### src/rtl/rtc_pkg.sv
// Shared constants and types for the RTC scan sequencer: RTC register map,
// interface port ids, function/ready codes and the scan FSM state encoding.
package rtc_pkg;

    localparam logic [7:0] RTC_CTRL = 8'h00;
    localparam logic [7:0] RTC_SEG  = 8'h21;
    localparam logic [7:0] RTC_MIN  = 8'h22;
    localparam logic [7:0] RTC_HORA = 8'h23;
    localparam logic [7:0] RTC_DIA  = 8'h24;
    localparam logic [7:0] RTC_MES  = 8'h25;
    localparam logic [7:0] RTC_ANIO = 8'h26;

    localparam logic [7:0] PORT_DIR  = 8'h00;
    localparam logic [7:0] PORT_FUN  = 8'h01;
    localparam logic [7:0] PORT_DWH  = 8'h02;
    localparam logic [7:0] PORT_DWL  = 8'h03;
    localparam logic [7:0] PORT_NONE = 8'hFF;

    localparam logic [7:0] FUN_RD = 8'h01;
    localparam logic [7:0] FUN_WR = 8'h02;

    localparam logic [7:0] RDY_BUSY = 8'h00;
    localparam logic [7:0] RDY_DONE = 8'hFF;

    localparam logic [2:0] IDX_LAST = 3'd5;

    typedef enum logic [2:0] {
        ST_IDLE     = 3'd0,
        ST_WR_DIR   = 3'd1,
        ST_WR_FUN   = 3'd2,
        ST_WAIT_CLR = 3'd3,
        ST_WAIT_SET = 3'd4,
        ST_CAPTURE  = 3'd5,
        ST_DONE     = 3'd6,
        ST_ERR      = 3'd7
    } scan_state_t;

    // Scan order: seconds, minutes, hours, day, month, year.
    function automatic logic [7:0] rtc_addr(input logic [2:0] idx);
        case (idx)
            3'd0:    rtc_addr = RTC_SEG;
            3'd1:    rtc_addr = RTC_MIN;
            3'd2:    rtc_addr = RTC_HORA;
            3'd3:    rtc_addr = RTC_DIA;
            3'd4:    rtc_addr = RTC_MES;
            3'd5:    rtc_addr = RTC_ANIO;
            default: rtc_addr = RTC_CTRL;
        endcase
    endfunction

endpackage

### src/rtl/rtc_scan_ctrl_if.sv
// Port-write / result bus between the scan sequencer (master) and the
// RTC bus-interface block (slave).
interface rtc_scan_ctrl_if;
    logic [7:0] id_port;
    logic [7:0] dpico;
    logic       writef;
    logic [7:0] ready_in;
    logic [7:0] datoext_in;
    logic [7:0] ampm_in;

    modport master (
        output id_port, dpico, writef,
        input  ready_in, datoext_in, ampm_in
    );

    modport slave (
        input  id_port, dpico, writef,
        output ready_in, datoext_in, ampm_in
    );
endinterface

### src/rtl/rtc_scan_timer.sv
// Periodic scan tick: free-running counter gated by auto_en, tick on the
// last count of each SCAN_PERIOD window.
module rtc_scan_timer #(
    parameter int SCAN_PERIOD = 10_000_000,
    parameter int CNT_W       = 24
) (
    input  logic clock,
    input  logic reset,
    input  logic auto_en,
    output logic tick
);
    localparam logic [CNT_W-1:0] CNT_LAST = CNT_W'(SCAN_PERIOD - 1);
    localparam logic [CNT_W-1:0] CNT_ONE  = CNT_W'(1);

    logic [CNT_W-1:0] cnt_r;

    // Period counter, parked at zero whenever periodic scanning is off.
    always_ff @(posedge clock or negedge reset) begin
        if (!reset) begin
            cnt_r <= '0;
        end else if (!auto_en) begin
            cnt_r <= '0;
        end else if (cnt_r == CNT_LAST) begin
            cnt_r <= '0;
        end else begin
            cnt_r <= cnt_r + CNT_ONE;
        end
    end

    assign tick = auto_en && (cnt_r == CNT_LAST);
endmodule

### src/rtl/rtc_scan_ctrl.sv
// RTC scan sequencer: issues address/function writes for the six time
// registers in order, waits on the ready byte and captures each result.
module rtc_scan_ctrl
    import rtc_pkg::*;
#(
    parameter int SCAN_PERIOD = 10_000_000,
    parameter int TIMEOUT     = 255,
    parameter int CNT_W       = 24
) (
    input  logic               clock,
    input  logic               reset,
    input  logic               start,
    input  logic               auto_en,
    rtc_scan_ctrl_if.master    bus,
    output logic [7:0]         seg,
    output logic [7:0]         min,
    output logic [7:0]         hora,
    output logic [7:0]         dia,
    output logic [7:0]         mes,
    output logic [7:0]         anio,
    output logic               pm,
    output logic               busy,
    output logic               scan_done,
    output logic               timeout_err
);
    localparam logic [7:0] TMO_LAST = 8'(TIMEOUT - 1);

    scan_state_t state_r, state_next_s;
    logic [2:0]  idx_r, idx_next_s;
    logic [7:0]  tmo_r, tmo_next_s;
    logic        err_r, err_next_s;
    logic        busy_r, scan_done_r, writef_r, wr_next_s, cap_en_s, tick_s;
    logic [7:0]  id_port_r, id_next_s, dpico_r, dpico_next_s;
    logic [7:0]  seg_r, min_r, hora_r, dia_r, mes_r, anio_r;
    logic        pm_r;

    rtc_scan_timer #(.SCAN_PERIOD(SCAN_PERIOD), .CNT_W(CNT_W)) u_timer (
        .clock   (clock),
        .reset   (reset),
        .auto_en (auto_en),
        .tick    (tick_s)
    );

    // Next-state, index and wait-timeout logic.
    always_comb begin
        state_next_s = state_r;
        idx_next_s   = idx_r;
        tmo_next_s   = tmo_r;
        err_next_s   = err_r;
        cap_en_s     = 1'b0;
        case (state_r)
            ST_IDLE: begin
                if (start || tick_s) begin
                    state_next_s = ST_WR_DIR;
                    idx_next_s   = 3'd0;
                    err_next_s   = 1'b0;
                end else begin
                    state_next_s = ST_IDLE;
                end
            end
            ST_WR_DIR: state_next_s = ST_WR_FUN;
            ST_WR_FUN: begin
                state_next_s = ST_WAIT_CLR;
                tmo_next_s   = 8'd0;
            end
            // A stale RDY_DONE from the previous read must not be taken as completion.
            ST_WAIT_CLR: begin
                if (bus.ready_in == RDY_BUSY) begin
                    state_next_s = ST_WAIT_SET;
                    tmo_next_s   = 8'd0;
                end else if (tmo_r == TMO_LAST) begin
                    state_next_s = ST_ERR;
                end else begin
                    tmo_next_s = tmo_r + 8'd1;
                end
            end
            ST_WAIT_SET: begin
                if (bus.ready_in == RDY_DONE) begin
                    state_next_s = ST_CAPTURE;
                end else if (tmo_r == TMO_LAST) begin
                    state_next_s = ST_ERR;
                end else begin
                    tmo_next_s = tmo_r + 8'd1;
                end
            end
            ST_CAPTURE: begin
                cap_en_s = 1'b1;
                if (idx_r == IDX_LAST) begin
                    state_next_s = ST_DONE;
                end else begin
                    idx_next_s   = idx_r + 3'd1;
                    state_next_s = ST_WR_DIR;
                end
            end
            ST_DONE: state_next_s = ST_IDLE;
            ST_ERR: begin
                err_next_s   = 1'b1;
                state_next_s = ST_IDLE;
            end
            default: state_next_s = ST_IDLE;
        endcase
    end

    // Bus outputs are decoded from the next state so they line up with the registered state.
    always_comb begin
        wr_next_s    = 1'b0;
        id_next_s    = PORT_NONE;
        dpico_next_s = dpico_r;
        case (state_next_s)
            ST_WR_DIR: begin
                wr_next_s    = 1'b1;
                id_next_s    = PORT_DIR;
                dpico_next_s = rtc_addr(idx_next_s);
            end
            ST_WR_FUN: begin
                wr_next_s    = 1'b1;
                id_next_s    = PORT_FUN;
                dpico_next_s = FUN_RD;
            end
            default: begin
                wr_next_s = 1'b0;
                id_next_s = PORT_NONE;
            end
        endcase
    end

    // Control state, status flags and bus output registers.
    always_ff @(posedge clock or negedge reset) begin
        if (!reset) begin
            state_r     <= ST_IDLE;
            idx_r       <= 3'd0;
            tmo_r       <= 8'd0;
            err_r       <= 1'b0;
            busy_r      <= 1'b0;
            scan_done_r <= 1'b0;
            writef_r    <= 1'b0;
            id_port_r   <= PORT_NONE;
            dpico_r     <= 8'h00;
        end else begin
            state_r     <= state_next_s;
            idx_r       <= idx_next_s;
            tmo_r       <= tmo_next_s;
            err_r       <= err_next_s;
            busy_r      <= (state_next_s != ST_IDLE);
            scan_done_r <= (state_next_s == ST_DONE);
            writef_r    <= wr_next_s;
            id_port_r   <= id_next_s;
            dpico_r     <= dpico_next_s;
        end
    end

    // Time register bank; an aborted scan leaves unread registers untouched.
    always_ff @(posedge clock or negedge reset) begin
        if (!reset) begin
            seg_r  <= 8'h00;
            min_r  <= 8'h00;
            hora_r <= 8'h00;
            dia_r  <= 8'h00;
            mes_r  <= 8'h00;
            anio_r <= 8'h00;
            pm_r   <= 1'b0;
        end else if (cap_en_s) begin
            case (idx_r)
                3'd0: seg_r <= bus.datoext_in;
                3'd1: min_r <= bus.datoext_in;
                3'd2: begin
                    hora_r <= bus.datoext_in;
                    pm_r   <= bus.ampm_in[4];
                end
                3'd3: dia_r  <= bus.datoext_in;
                3'd4: mes_r  <= bus.datoext_in;
                3'd5: anio_r <= bus.datoext_in;
                default: seg_r <= seg_r;
            endcase
        end
    end

    assign bus.writef  = writef_r;
    assign bus.id_port = id_port_r;
    assign bus.dpico   = dpico_r;
    assign seg         = seg_r;
    assign min         = min_r;
    assign hora        = hora_r;
    assign dia         = dia_r;
    assign mes         = mes_r;
    assign anio        = anio_r;
    assign pm          = pm_r;
    assign busy        = busy_r;
    assign scan_done   = scan_done_r;
    assign timeout_err = err_r;
endmodule

### src/flat_wrapper.sv
// flat-port wrapper written by rule: the top's interface ports become plain ports
module rtc_scan_ctrl_flat import rtc_pkg::*;
#(
    parameter int SCAN_PERIOD = 10_000_000,
    parameter int TIMEOUT     = 255,
    parameter int CNT_W       = 24
)
  (clock, reset, start, auto_en, seg, min, hora, dia, mes, anio, pm, busy, scan_done, timeout_err, bus_id_port, bus_dpico, bus_writef, bus_ready_in, bus_datoext_in, bus_ampm_in);
  rtc_scan_ctrl_if bus_i ();
  input  logic clock;
  input  logic reset;
  input  logic start;
  input  logic auto_en;
  output logic [7:0] seg;
  output logic [7:0] min;
  output logic [7:0] hora;
  output logic [7:0] dia;
  output logic [7:0] mes;
  output logic [7:0] anio;
  output logic pm;
  output logic busy;
  output logic scan_done;
  output logic timeout_err;
  output wire logic [$bits(bus_i.id_port)-1:0] bus_id_port;
  output wire logic [$bits(bus_i.dpico)-1:0] bus_dpico;
  output wire logic [$bits(bus_i.writef)-1:0] bus_writef;
  input wire logic [$bits(bus_i.ready_in)-1:0] bus_ready_in;
  input wire logic [$bits(bus_i.datoext_in)-1:0] bus_datoext_in;
  input wire logic [$bits(bus_i.ampm_in)-1:0] bus_ampm_in;
  assign bus_id_port = bus_i.id_port;
  assign bus_dpico = bus_i.dpico;
  assign bus_writef = bus_i.writef;
  assign bus_i.ready_in = bus_ready_in;
  assign bus_i.datoext_in = bus_datoext_in;
  assign bus_i.ampm_in = bus_ampm_in;
  rtc_scan_ctrl #(.SCAN_PERIOD(SCAN_PERIOD), .TIMEOUT(TIMEOUT), .CNT_W(CNT_W)) u_core (.clock(clock), .reset(reset), .start(start), .auto_en(auto_en), .bus(bus_i), .seg(seg), .min(min), .hora(hora), .dia(dia), .mes(mes), .anio(anio), .pm(pm), .busy(busy), .scan_done(scan_done), .timeout_err(timeout_err));
endmodule
### config.mk
export PLATFORM = sky130hd
export DESIGN_NAME = rtc_scan_ctrl_flat
export DESIGN_NICKNAME = d
export VERILOG_FILES = /design/src/rtl/rtc_pkg.sv /design/src/rtl/rtc_scan_ctrl_if.sv /design/src/rtl/rtc_scan_timer.sv /design/src/rtl/rtc_scan_ctrl.sv /design/src/flat_wrapper.sv
export SDC_FILE = /design/constraint.sdc
export NUM_CORES = 1
export LEC_CHECK = 0
export BUFFER_PORTS_ARGS = -buffer_cell sky130_fd_sc_hd__buf_2
export CORE_UTILIZATION = 40
export DETAILED_ROUTE_END_ITERATION = 16
export SLEW_MARGIN = 15
export SYNTH_ARGS = -nofsm -noshare
export SYNTH_HDL_FRONTEND = slang
export SYNTH_SLANG_ARGS = --single-unit
### constraint.sdc
create_clock -name clock -period 5.95 [get_ports clock]
set_input_delay 0 -clock clock [delete_from_list [all_inputs] [get_ports clock]]
set_output_delay 0 -clock clock [all_outputs]
set_load 0.1 [all_outputs]
# Yosys cells after proc, flatten, opt, wreduce, memory -nomap -nowiden
# Index checks and enable logic that the tools add are counted.
[totals] ff_bits=107 latchBits=0 ram_bits=0 mem_bits_ro=0 inputBits=28 out_inout_bits=69 elab_cells=87 memories=0
[classes] n_addsub=3 mul=0 div=0 n_lt_le_gt_ge=0 n_eq_ne=25 shifts=0 muxes=22 n_bitwise=0 n_reduce_logical=20
[op_table] operator="24-bit 2-to-1 mux" count=2
[op_table] operator="6-bit case mux with 6 select lines" count=1
[op_table] operator="8-bit case mux with 2 select lines" count=2
[op_table] operator="3-bit == test, second input constant" count=9
[op_table] operator="24-bit by 1-bit adder with 24-bit output, second input constant" count=1
[op_table] operator="24-bit == test, second input constant" count=1
[op_table] operator="8-bit 2-to-1 mux" count=3
[op_table] operator="8-bit case mux with 3 select lines" count=1
[op_table] operator="3-bit by 2-bit == test with 1-bit output, second input constant" count=7
[op_table] operator="3-bit case mux with 7 select lines" count=1
[op_table] operator="3-bit 2-to-1 mux" count=6
[op_table] operator="8-bit == test, second input constant" count=2
[op_table] operator="2-bit AND reduction" count=8
[op_table] operator="3-bit by 1-bit == test with 1-bit output, second input constant" count=4
[op_table] operator="3-bit logical NOT" count=3
[op_table] operator="8-bit by 1-bit adder with 8-bit output, second input constant" count=1
[op_table] operator="8-bit logical NOT" count=1
[op_table] operator="3-bit case mux with 2 select lines" count=1
[op_table] operator="3-bit nonzero test" count=2
[op_table] operator="1-bit 2-to-1 mux" count=4
[op_table] operator="2-bit nonzero test" count=2
[op_table] operator="2-bit OR reduction" count=2
[op_table] operator="3-bit by 1-bit adder with 3-bit output, second input constant" count=1
[op_table] operator="2-bit by 1-bit != test with 1-bit output, second input constant" count=1
[op_table] operator="other kinds (4)" count=4

# Logic depth before layout (Yosys ltp)
# Gate-level depths: netlist of run 1.
[logic_depth] ltp_word=8 depth_mapped=9 ltp_nobuf=8

# By module
# A second synthesis of run 1 with hierarchy kept.
[unflattened] cells_unflattened=389 area_unflattened_um2=4560.6
[modules_own_cells] mod="rtc_scan_ctrl" n_inst=1 cells_per_inst=259 area_each_um2=3310.7 seq_area_each_um2=1829.3
[modules_own_cells] mod="rtc_scan_timer" n_inst=1 cells_per_inst=130 area_each_um2=1249.9 seq_area_each_um2=600.6

# Least setup slack after synthesis of run 1
# No wires, ideal clock.
[synth_path] path_kind="register to register" from="register u_core.tmo_r[0]" to="register u_core.dpico_r[1] (netlist: u_core.bus.dpico[1])" setup_time_ps=126 arrival_ps=1907 required_ps=5824 setup_slack_ps=3917 stages_incl_launch_ff=10 path_buffers=1 synth_period_minus_slack_ps=2033 cell_sequence="dfrtp_1 > inv_1 > ha_1 > nand3_1 > or3_1 > clkbuf_1 > a22oi_1 > nor4_4 > nand2_4 > a311o_1"
[synth_via] elab_chain_len=6 word_cells_on_any_way=9 cone_classes="eq/ne: 3; mux: 5; reduce/logical: 1"
[synth_lines] element="start, declared" line_no="rtc_scan_ctrl.sv:30" source="logic [7:0] tmo_r, tmo_next_s;"
[synth_lines] element="start signal, assigned" line_no="rtc_scan_ctrl.sv:142" source="tmo_r <= tmo_next_s;"
[synth_lines] element="8-bit == test (*)" line_no="rtc_scan_ctrl.sv:71, rtc_scan_ctrl.sv:80"
[synth_lines] element="3-bit 2-to-1 mux (*)" line_no="rtc_scan_ctrl.sv:71, rtc_scan_ctrl.sv:80"
[synth_lines] element="3-bit 2-to-1 mux, on equally long branches" line_no="rtc_scan_ctrl.sv:78, rtc_scan_ctrl.sv:68"
[synth_lines] element="3-bit case mux with 7 select lines (*)" line_no="rtc_scan_ctrl.sv:51" source="case (state_r)"
[synth_lines] element="3-bit by 2-bit == test with 1-bit output / 3-bit by 1-bit == test with 1-bit output (equally long branches)" line_no="rtc_scan_ctrl.sv:109" source="case (state_next_s)"
[synth_lines] element="8-bit case mux with 2 select lines / 2-bit nonzero test (equally long branches)"
[synth_lines] element="end signal, assigned" line_no="rtc_scan_ctrl.sv:148" source="dpico_r <= dpico_next_s;"
[synth_lines] element="end, declared" line_no="rtc_scan_ctrl.sv:33" source="logic [7:0] id_port_r, id_next_s, dpico_r, dpico_next_s;"
# Every way passes the cells marked *; elsewhere a longest branch is shown, timed or not. The select of a mux whose other input is x is not followed.
# A chain may end at the register's enable or synchronous reset.

# Worst setup path in the final report of run 1
# Ends and elaborated chain as after synthesis.

==> metrics.md, run 1 <==
| Metric | Value |
|---|---|
| First-pass GRT wire length | `15660 microns` |
| Buffers on Ports | `85` |
| CTS resizes | `0` |
| Root buffer cell | `clkbuf_8` |
| Rel. slew slack | `0.4355` |
| Via/cell ratio | `5.103` |
| Fill cells | `1005` |
| Sequential area share after synthesis | `0.5396` |
| Chip width | `108.1 microns` |
| Status | `finished, final reports clean` |
| Row count | `38` |
| Layout Nets | `510` |
| Hold Path Class | `input pin to async pin` |
| Highest-delay cell along the critical path | `nor4_4` |
| Worst-path cell chain | `inv_1, ha_1, nand3_1, or3_1, a22oi_1, nor4_4, nand2_4, a311o_1` |
| Commonest cells post-synth | `dfrtp_1 (95), mux2_2 (49), nor2_1 (28), nand2_1 (26)` |
| Worst setup EP type | `flip-flop` |
| Period utilization | `0.3763` |
| Final hold violations | `0` |
| Die area | `11690 sq um` |
| Worst Max-Slew Pin Slew | `0.8468 ns` |
| Leading area contributor after synthesis | `dfrtp_1` |
| R2R Setup Slk | `3.71 ns` |
| Setup Fix Bufs, Post-CTS | `0` |
| Clock slew at reported path FFs | `0.10 ns` |
| Max-capacitance violation count | `0` |
| Crit path time final | `2.239 ns` |
| Synthesis-to-finish area growth | `17.95%` |
| Reg2reg path depth | `8` |
| Share of post-route cells with drive strength above 1 | `0.3486` |
| Clock Latency Late Sink | `0.36 ns` |
| Crit path launch type | `flip-flop` |
| Vias | `3159` |
| Largest net degree at the start of global routing | `69` |
| DRT Wirelength | `9274 microns` |
| Critical path class | `flip-flop to flip-flop` |
| Maximum vdd ir drop | `0.0004336 V` |
| FMAX | `446.6 MHz` |
| Yosys top cell area share | `0.5279` |
| Top-count cell post-synth | `dfrtp_1` |
| Pins Over Slew Limit | `0` |
| Critical Path AT | `2.49 ns` |
| Required @ worst endpoint | `6.21 ns` |
| Post-DP HPWL | `6502 microns` |
| H-tree depth | `3` |
| # clock sinks | `97` |
| Mapped Area | `4503 sq um` |
| Slowest Stage Delay on Critical Path | `0.43 ns` |
| Initial antenna violation count | `0` |
| Chip Height | `108.1 microns` |
| Routability Congestion | `0.7599` |
| Reg2reg start | `u_core.tmo_r[0]` |
| TritonCTS clock tree | `done` |
| Post-synth EDFFs | `0` |
| Iter 0 DRT Violations | `74` |
| PD cells | `347.0 nW/um^2` |
| Clock Path Buffers | `2` |
| Setup TNS | `0 ns` |
| Post-synthesis cell count | `381` |
| Post-synth ARST share | `1.000` |
| DR WL/cell | `14.98 microns` |
| Dominant cells by area after synthesis | `dfrtp_1 (53%), mux2_2 (12%), xnor2_1 (2.9%), nor2_1 (2.3%), ha_1 (2.2%)` |
| Setup violators final | `0` |
| Io pins | `97` |
| Ant diodes | `0` |
| Initial Util | `0.4136` |
| DRT antenna net count | `0` |
| Multi-input logic area | `1927 sq um` |
| Pwr Total | `1843 uW` |
| GRT overflow | `0` |
| Pre-antenna DRT Iters | `4` |
| Register Area | `2430 sq um` |
| DRC | `0` |
| FF-to-FF End | `u_core.bus.dpico[1]` |
| Critical path peak fanout | `8` |
| Avg Cell Area, Syn | `11.82 sq um` |
| Core Area | `10890 sq um` |
| Seq cells post-synth | `97` |
| Clock Skew | `0.01086 ns` |
| Vias in the first global route | `3194` |
| Synth unique cells | `49` |
| Total GRT Usage | `0.1730` |
| RSZ-0062 raised after global routing | `false` |
| Yosys warns | `0` |
| Num CTS Buffers | `9` |
| Primary FF master, synth | `dfrtp_1` |
| Leak Pwr | `0.002519 uW` |
[critical path: cells and delay by family, from the launching register on]
kind	cells	cell delay [ns]
AOI/OAI and AO/OA	2	0.55
adders and majority gates	1	0.20
buffers and inverters	1	0.08
DFF	1	0.39
and+or+nand+nor	4	0.92
[placed cells by master (no fill, tap or decap), types with 12 or more instances in the layout]
cell	instances
a21oi_1	12
dfrtp_1	95
nand2_1	26
nand3_1	14
mux2_2	49
xnor2_1	15
o21ai_0	15
inv_1	12
buf_2	84
nor2_1	28
[per-layer routing]
metal / GRT usage / vias to the layer above / wire (microns)
met5: 0 / - / 0
met4: 0.04697 / 0 / 102
met3: 0.06028 / 8 / 637
met2: 0.2662 / 103 / 4165
met1: 0.2312 / 1537 / 4369
li1: - / 1511 / -
[state kept, by name, indices dropped and copies added, names as in the netlist, 2 cells and up]
signal / cells
u_core.u_timer.cnt_r: 24
u_core.tmo_r: 8
u_core.bus.dpico: 4
u_core.anio: 8
u_core.hora: 8
u_core.seg: 8
u_core.dia: 8
u_core.min: 8
u_core.mes: 8
u_core.bus.id_port: 2
u_core.idx_r: 3
u_core.state_r: 3
[what timing repair did]
action | in CTS | in global routing
endpoints found under the setup margin | 0 | 0
hold endpoints to repair | 80 | 0
hold buffers | 11 | 0
[through the flow]
step | hold WS, ns | util | cell area [sq um] | instances | worst slack [ns]
global placement | -0.05424 | 0.4607 | 5016 | 592 | 3.731
detailed placement | -0.05104 | 0.4607 | 5016 | 592 | 3.717
finish | 0.08617 | 0.4878 | 5311 | 619 | 3.711
floorplan | -0.2956 | - | 4514 | 384 | 3.917
global route | 0.1016 | 0.4878 | 5311 | 619 | 3.546
CTS | 0.07480 | 0.4878 | 5311 | 619 | 3.686
[power breakdown]
| group | switching [uW] | total, uW | leakage (uW) | internal [uW] |
|---|---|---|---|---|
| Clock | 248 | 412 | 0.0000957 | 164 |
| Sequential | 46.0 | 754 | 0.00125 | 708 |
| Combinational | 531 | 677 | 0.00118 | 146 |
| Total | 826 | 1840 | 0.00252 | 1020 |
[worst max path at each step]
stage	startpoint	to	slack, ns	cells after the start
final	u_core.tmo_r[0]	u_core.bus.dpico[1]	3.71	8
after global routing	u_core.tmo_r[0]	u_core.bus.dpico[1]	3.55	8
after CTS	u_core.tmo_r[0]	u_core.bus.dpico[1]	3.69	8
after detailed placement	u_core.tmo_r[0]	u_core.bus.dpico[1]	3.72	8
after global placement	u_core.tmo_r[0]	u_core.bus.dpico[1]	3.73	8
after floorplan	u_core.tmo_r[0]	u_core.bus.dpico[1]	3.92	9
[cell families after synthesis]
| group | synth area share |
|---|---|
| AO/OA/AOI/OAI | 0.07919 |
| XOR/XNOR | 0.03890 |
| adder cells (fa/ha/maj) | 0.02223 |
| buffers and inverters | 0.03501 |
| flip-flops | 0.5396 |
| multiplexers | 0.1292 |
| other | 0.0008328 |
| AND/OR/NAND/NOR | 0.1550 |
[cell type report]
cell class	count	area share
Clock buffer	10	0.02403
Clock inverter	6	0.01084
Inverter	13	0.009187
Multi-Input combinational cell	256	0.3628
Sequential cell	97	0.4575
Tap cell	140	0.03298
Timing Repair Buffer	97	0.1027
Power figures use the tool's default switching activity.
==> run 2: changes to the inputs <==
==> constraint.sdc (replaced) <==
create_clock -name clock -period 1.96 [get_ports clock]
set_input_delay 0 -clock clock [delete_from_list [all_inputs] [get_ports clock]]
set_output_delay 0 -clock clock [all_outputs]
set_load 0.1 [all_outputs]
==> metrics.md, run 2 (synthesis gave the netlist of run 1 again) <==
| Metric | Value |
|---|---|
| Status | `finished, final reports clean` |
| Largest net degree at the start of global routing | `98` |
| Required @ worst endpoint | `2.20 ns` |
| Synthesis-to-finish area growth | `26.95%` |
| Initial Util | `0.4136` |
| Initial antenna violation count | `0` |
| Cell Count, Final, Fillers Out | `657` |
| Hold depth | `4` |
| PD cells | `1039 nW/um^2` |
| Buffers on Ports | `85` |
| Clock slew at reported path FFs | `0.10 ns` |
| Leak Pwr | `0.002727 uW` |
| Max-capacitance violation count | `0` |
| Num CTS Buffers | `9` |
| Reg with most FFs | `u_core.u_timer.cnt_r` |
| Chip Height | `108.1 microns` |
| DR WL/cell | `15.04 microns` |
| Clock Path Buffers | `2` |
| Core Area | `10890 sq um` |
| # clock sinks | `97` |
| Total GRT Usage | `0.1833` |
| H-tree depth | `3` |
| Maximum vdd ir drop | `0.001403 V` |
| FMAX | `520.4 MHz` |
| Ant diodes | `0` |
| Iter 0 DRT Violations | `115` |
| Pre-antenna DRT Iters | `4` |
| Worst setup EP type | `flip-flop` |
| Rel. slew slack | `0.6513` |
| Critical path class | `flip-flop to flip-flop` |
| Chip width | `108.1 microns` |
| Vias | `3308` |
| Share of post-route cells with drive strength above 1 | `0.4178` |
| Layout Nets | `548` |
| Hold Path Class | `input pin to flip-flop` |
| Critical path peak fanout | `4` |
| Inst Count DP | `625` |
| Pins Over Slew Limit | `0` |
| DP Area | `5291 sq um` |
| RSZ-0062 raised after global routing | `true` |
| Worst Max-Slew Pin Slew | `0.5230 ns` |
| GRT overflow | `0` |
| Setup TNS | `0 ns` |
| Final hold violations | `0` |
| Post-DP HPWL | `6821 microns` |
| Pwr Total | `5938 uW` |
| Setup violators final | `0` |
| Io pins | `97` |
| Most common cell after layout, fill and taps aside | `dfrtp_1` |
| Clock Skew | `0.01321 ns` |
| Clock Latency Late Sink | `0.36 ns` |
| Die area | `11690 sq um` |
| TritonCTS clock tree | `done` |
| Via/cell ratio | `5.035` |
| DRC | `0` |
| Vias in the first global route | `3414` |
| Root buffer cell | `clkbuf_8` |
| Routability Congestion | `0.8006` |
| Row count | `38` |
| DRT antenna net count | `0` |
| Most frequent cells in the layout | `dfrtp_1 (95), buf_2 (84), mux2_2 (49), buf_4 (37), nor2_1 (28)` |
| First-pass GRT wire length | `16590 microns` |
| DRT Wirelength | `9883 microns` |
| Max FFs per register | `24` |
| Final instance area | `5717 sq um` |
| Crit path time final | `1.922 ns` |
| Hold WS | `0.1287 ns` |
| Critical Path AT | `2.16 ns` |
| Crit path launch type | `flip-flop` |
| Period utilization | `0.9805` |
| Reg2reg path depth | `6` |
==> run 2: path summary, 6_finish.rpt <==
check	slack (ns)	endpoint	from
worst max-delay path	0.04	u_core.bus.dpico[1]	u_core.u_timer.cnt_r[8]
worst min-delay path	0.13	u_core.idx_r[2]	start
worst max register to register	0.04	u_core.bus.dpico[1]	u_core.u_timer.cnt_r[8]
worst min register to register	0.51	u_core.seg[2]	u_core.seg[2]
max in group asynchronous	1.34	u_core.u_timer.cnt_r[5]	reset
min in group asynchronous	0.21	u_core.state_r[2]	reset
==> run 2: timing repair <==
action                                 4_1_cts  5_1_grt
resized for setup                            1       13
setup endpoints to repair                    2       11
endpoints found under the hold margin      146        0
pin swaps                                    6        8
hold buffers                                11        0
buffers inserted                             3        2
==> run 2: stage by stage <==
step / util / setup slack [ns]
after global placement: 0.4860 / 0.02164
after CTS: 0.5163 / 0.001255
after floorplan: - / 0.009485
final: 0.5251 / 0.03823
after global routing: 0.5251 / -0.05995
after detailed placement: 0.4860 / -0.04505
==> run 2: layout make-up <==
class / count / area [sq um]
Sequential cell: 97 / 2430
Clock inverter: 6 / 67.56
Inverter: 13 / 48.80
Fill cell: 966 / 5171
Clock buffer: 10 / 127.6
Timing Repair Buffer: 135 / 859.6
Tap cell: 140 / 175.2
Multi-Input combinational cell: 256 / 2008
==> run 2: report_power, final <==
| group | switching [uW] | internal (uW) | leakage, uW |
|---|---|---|---|
| Combinational | 1720 | 673 | 0.00139 |
| Clock | 698 | 595 | 0.0000929 |
| Sequential | 103 | 2150 | 0.00125 |
==> run 2: worst max-delay path, stage by stage, from the launching register on <==
cell and delay [ns]:
dfrtp_1 0.39, nand4bb_4 0.23, nor4_4 0.33, a41oi_4 0.21
a22oi_4 0.28, nand2_4 0.10, a311o_1 0.28
==> run 2: metal layers <==
layer | track usage | share of wire
met1 | 0.2416 | 0.47
met2 | 0.2875 | 0.45
met3 | 0.05907 | 0.066
met4 | 0.05382 | 0.0090
met5 | 0 | 0
==> run 3: changes to the inputs <==
--- a/config.mk
+++ b/config.mk
@@ -6,8 +6,10 @@
 export NUM_CORES = 1
 export LEC_CHECK = 0
 export BUFFER_PORTS_ARGS = -buffer_cell sky130_fd_sc_hd__buf_2
-export CORE_UTILIZATION = 40
+export CORE_UTILIZATION = 42
 export DETAILED_ROUTE_END_ITERATION = 16
+export GPL_ROUTABILITY_DRIVEN = 0
+export PLACE_DENSITY = 0.67
 export SLEW_MARGIN = 15
 export SYNTH_ARGS = -nofsm -noshare
 export SYNTH_HDL_FRONTEND = slang
==> metrics.md, run 3 (synthesis gave the netlist of run 1 again) <==
| Metric | Value |
|---|---|
| Critical Path AT | `2.20 ns` |
| Layout Nets | `553` |
| Vias in the first global route | `3453` |
| Pre-antenna DRT Iters | `4` |
| Maximum vdd ir drop | `0.001281 V` |
| Io pins | `97` |
| Clock Latency Late Sink | `0.36 ns` |
| GRT overflow | `0` |
| Row count | `37` |
| Synthesis-to-finish area growth | `27.20%` |
| DRT antenna net count | `0` |
| DRT Wirelength | `9912 microns` |
| DR WL/cell | `15.06 microns` |
| Clock slew at reported path FFs | `0.11 ns` |
| Status | `finished, final reports clean` |
| Critical path class | `flip-flop to flip-flop` |
| Largest net degree at the start of global routing | `98` |
| DP Area | `5259 sq um` |
| Crit path time final | `1.954 ns` |
| Pins Over Slew Limit | `0` |
| Most frequent cells in the layout | `dfrtp_1 (94), buf_2 (84), mux2_2 (49), buf_4 (42), nor2_1 (27)` |
| H-tree depth | `3` |
| Worst Max-Slew Pin Slew | `0.5478 ns` |
| Clock Path Buffers | `2` |
| Total GRT Usage | `0.1890` |
| TritonCTS clock tree | `done` |
| FMAX | `511.8 MHz` |
| Ant diodes | `0` |
| Critical path peak fanout | `3` |
| Max FFs per register | `24` |
| Period utilization | `0.9968` |
| Rel. slew slack | `0.6348` |
| Chip Height | `105.5 microns` |
| Via/cell ratio | `5.094` |
| First-pass GRT wire length | `16730 microns` |
| RSZ-0062 raised after global routing | `true` |
| Max-capacitance violation count | `0` |
| Most common cell after layout, fill and taps aside | `dfrtp_1` |
| Setup violators final | `0` |
| Iter 0 DRT Violations | `106` |
| Reg2reg start | `u_core.u_timer.cnt_r[1]` |
| Vias | `3352` |
| Required @ worst endpoint | `2.21 ns` |
| Reg with most FFs | `u_core.u_timer.cnt_r` |
| Post-DP HPWL | `6818 microns` |
| Share of post-route cells with drive strength above 1 | `0.4310` |
| Die area | `11140 sq um` |
| Crit path launch type | `flip-flop` |
| Root buffer cell | `clkbuf_8` |
| Initial Util | `0.4342` |
| Hold Path Class | `input pin to async pin` |
| DRC | `0` |
| Clock Skew | `0.01059 ns` |
| PD cells | `1033 nW/um^2` |
| Final hold violations | `0` |
| CP Launch Point | `u_core.u_timer.cnt_r[1]` |
| Num CTS Buffers | `9` |
| Leak Pwr | `0.002765 uW` |
| Worst setup EP type | `flip-flop` |
| # clock sinks | `97` |
| Chip width | `105.5 microns` |
| Buffers on Ports | `85` |
| Final Core Density | `0.5524` |
| Final instance area | `5728 sq um` |
| Core Area | `10370 sq um` |
| Initial antenna violation count | `0` |
[run 3: stage by stage]
stage / cells / setup WS, ns / total power (uW) / setup TNS, ns / hold slack, ns
after floorplan: 384 / 0.009485 / 4114 / 0 / -0.2956
after global placement: 619 / 0.007336 / 4484 / 0 / 0.09849
after detailed placement: 619 / -0.05581 / 4520 / -0.05581 / 0.1024
after CTS: 649 / 0.003346 / 5844 / 0 / 0.1683
after global routing: 658 / -0.06968 / 6173 / -0.2952 / 0.2547
final: 658 / 0.006236 / 5918 / 0 / 0.1919
[run 3: worst paths after layout]
| kind | end | slack [ns] | cells after the start |
|---|---|---|---|
| setup / recovery | u_core.idx_r[1] | 0.006 | 8 |
| hold / removal | u_core.state_r[2] | 0.19 | 3 |
| setup reg to reg | u_core.idx_r[1] | 0.006 | 8 |
| hold reg to reg | u_core.mes[2] | 0.51 | 1 |
| max in group asynchronous | u_core.u_timer.cnt_r[7] | 1.30 | 3 |
| min in group clock | u_core.timeout_err | 0.22 | 5 |
[run 3: layout make-up]
class / count / area [sq um]
Fill cell: 908 / 4642
Sequential cell: 97 / 2431
Multi-Input combinational cell: 256 / 2001
Timing Repair Buffer: 140 / 888.4
Tap cell: 136 / 170.2
Clock buffer: 9 / 123.9
Clock inverter: 7 / 65.06
Inverter: 13 / 48.80
[run 3: what timing repair did]
| item | 4_1_cts | 5_1_grt |
|---|---|---|
| gates resized for setup | 1 | 17 |
| setup endpoints to repair | 1 | 17 |
| buffers inserted | 3 | 9 |
| pin swaps | 4 | 13 |
| hold buffers | 11 | 0 |
| endpoints found under the hold margin | 146 | 0 |
[run 3: critical path, cell delays in order, from the launching register on]
cell and delay (ns):
dfrtp_1 0.41, ha_4 0.16, nand2_4 0.06, nor4_4 0.35, a41oi_4 0.19, a22oi_4 0.27, nand2_4 0.09, buf_6 0.13
a22o_1 0.18
[run 3: power breakdown]
part	internal, uW	total [uW]	switching, uW
logic	640	2380	1740
registers	2150	2250	104
clock network	491	1280	790
[run 3: per-layer routing]
layer / GRT usage / up-vias / wire length (microns) / part of all wire
li1: - / 1598 / - / -
met1: 0.2490 / 1660 / 4453 / 0.45
met2: 0.3055 / 84 / 4717 / 0.48
met3: 0.05690 / 10 / 646 / 0.065
met4: 0.04762 / 0 / 95 / 0.0096
met5: 0 / - / 0 / 0
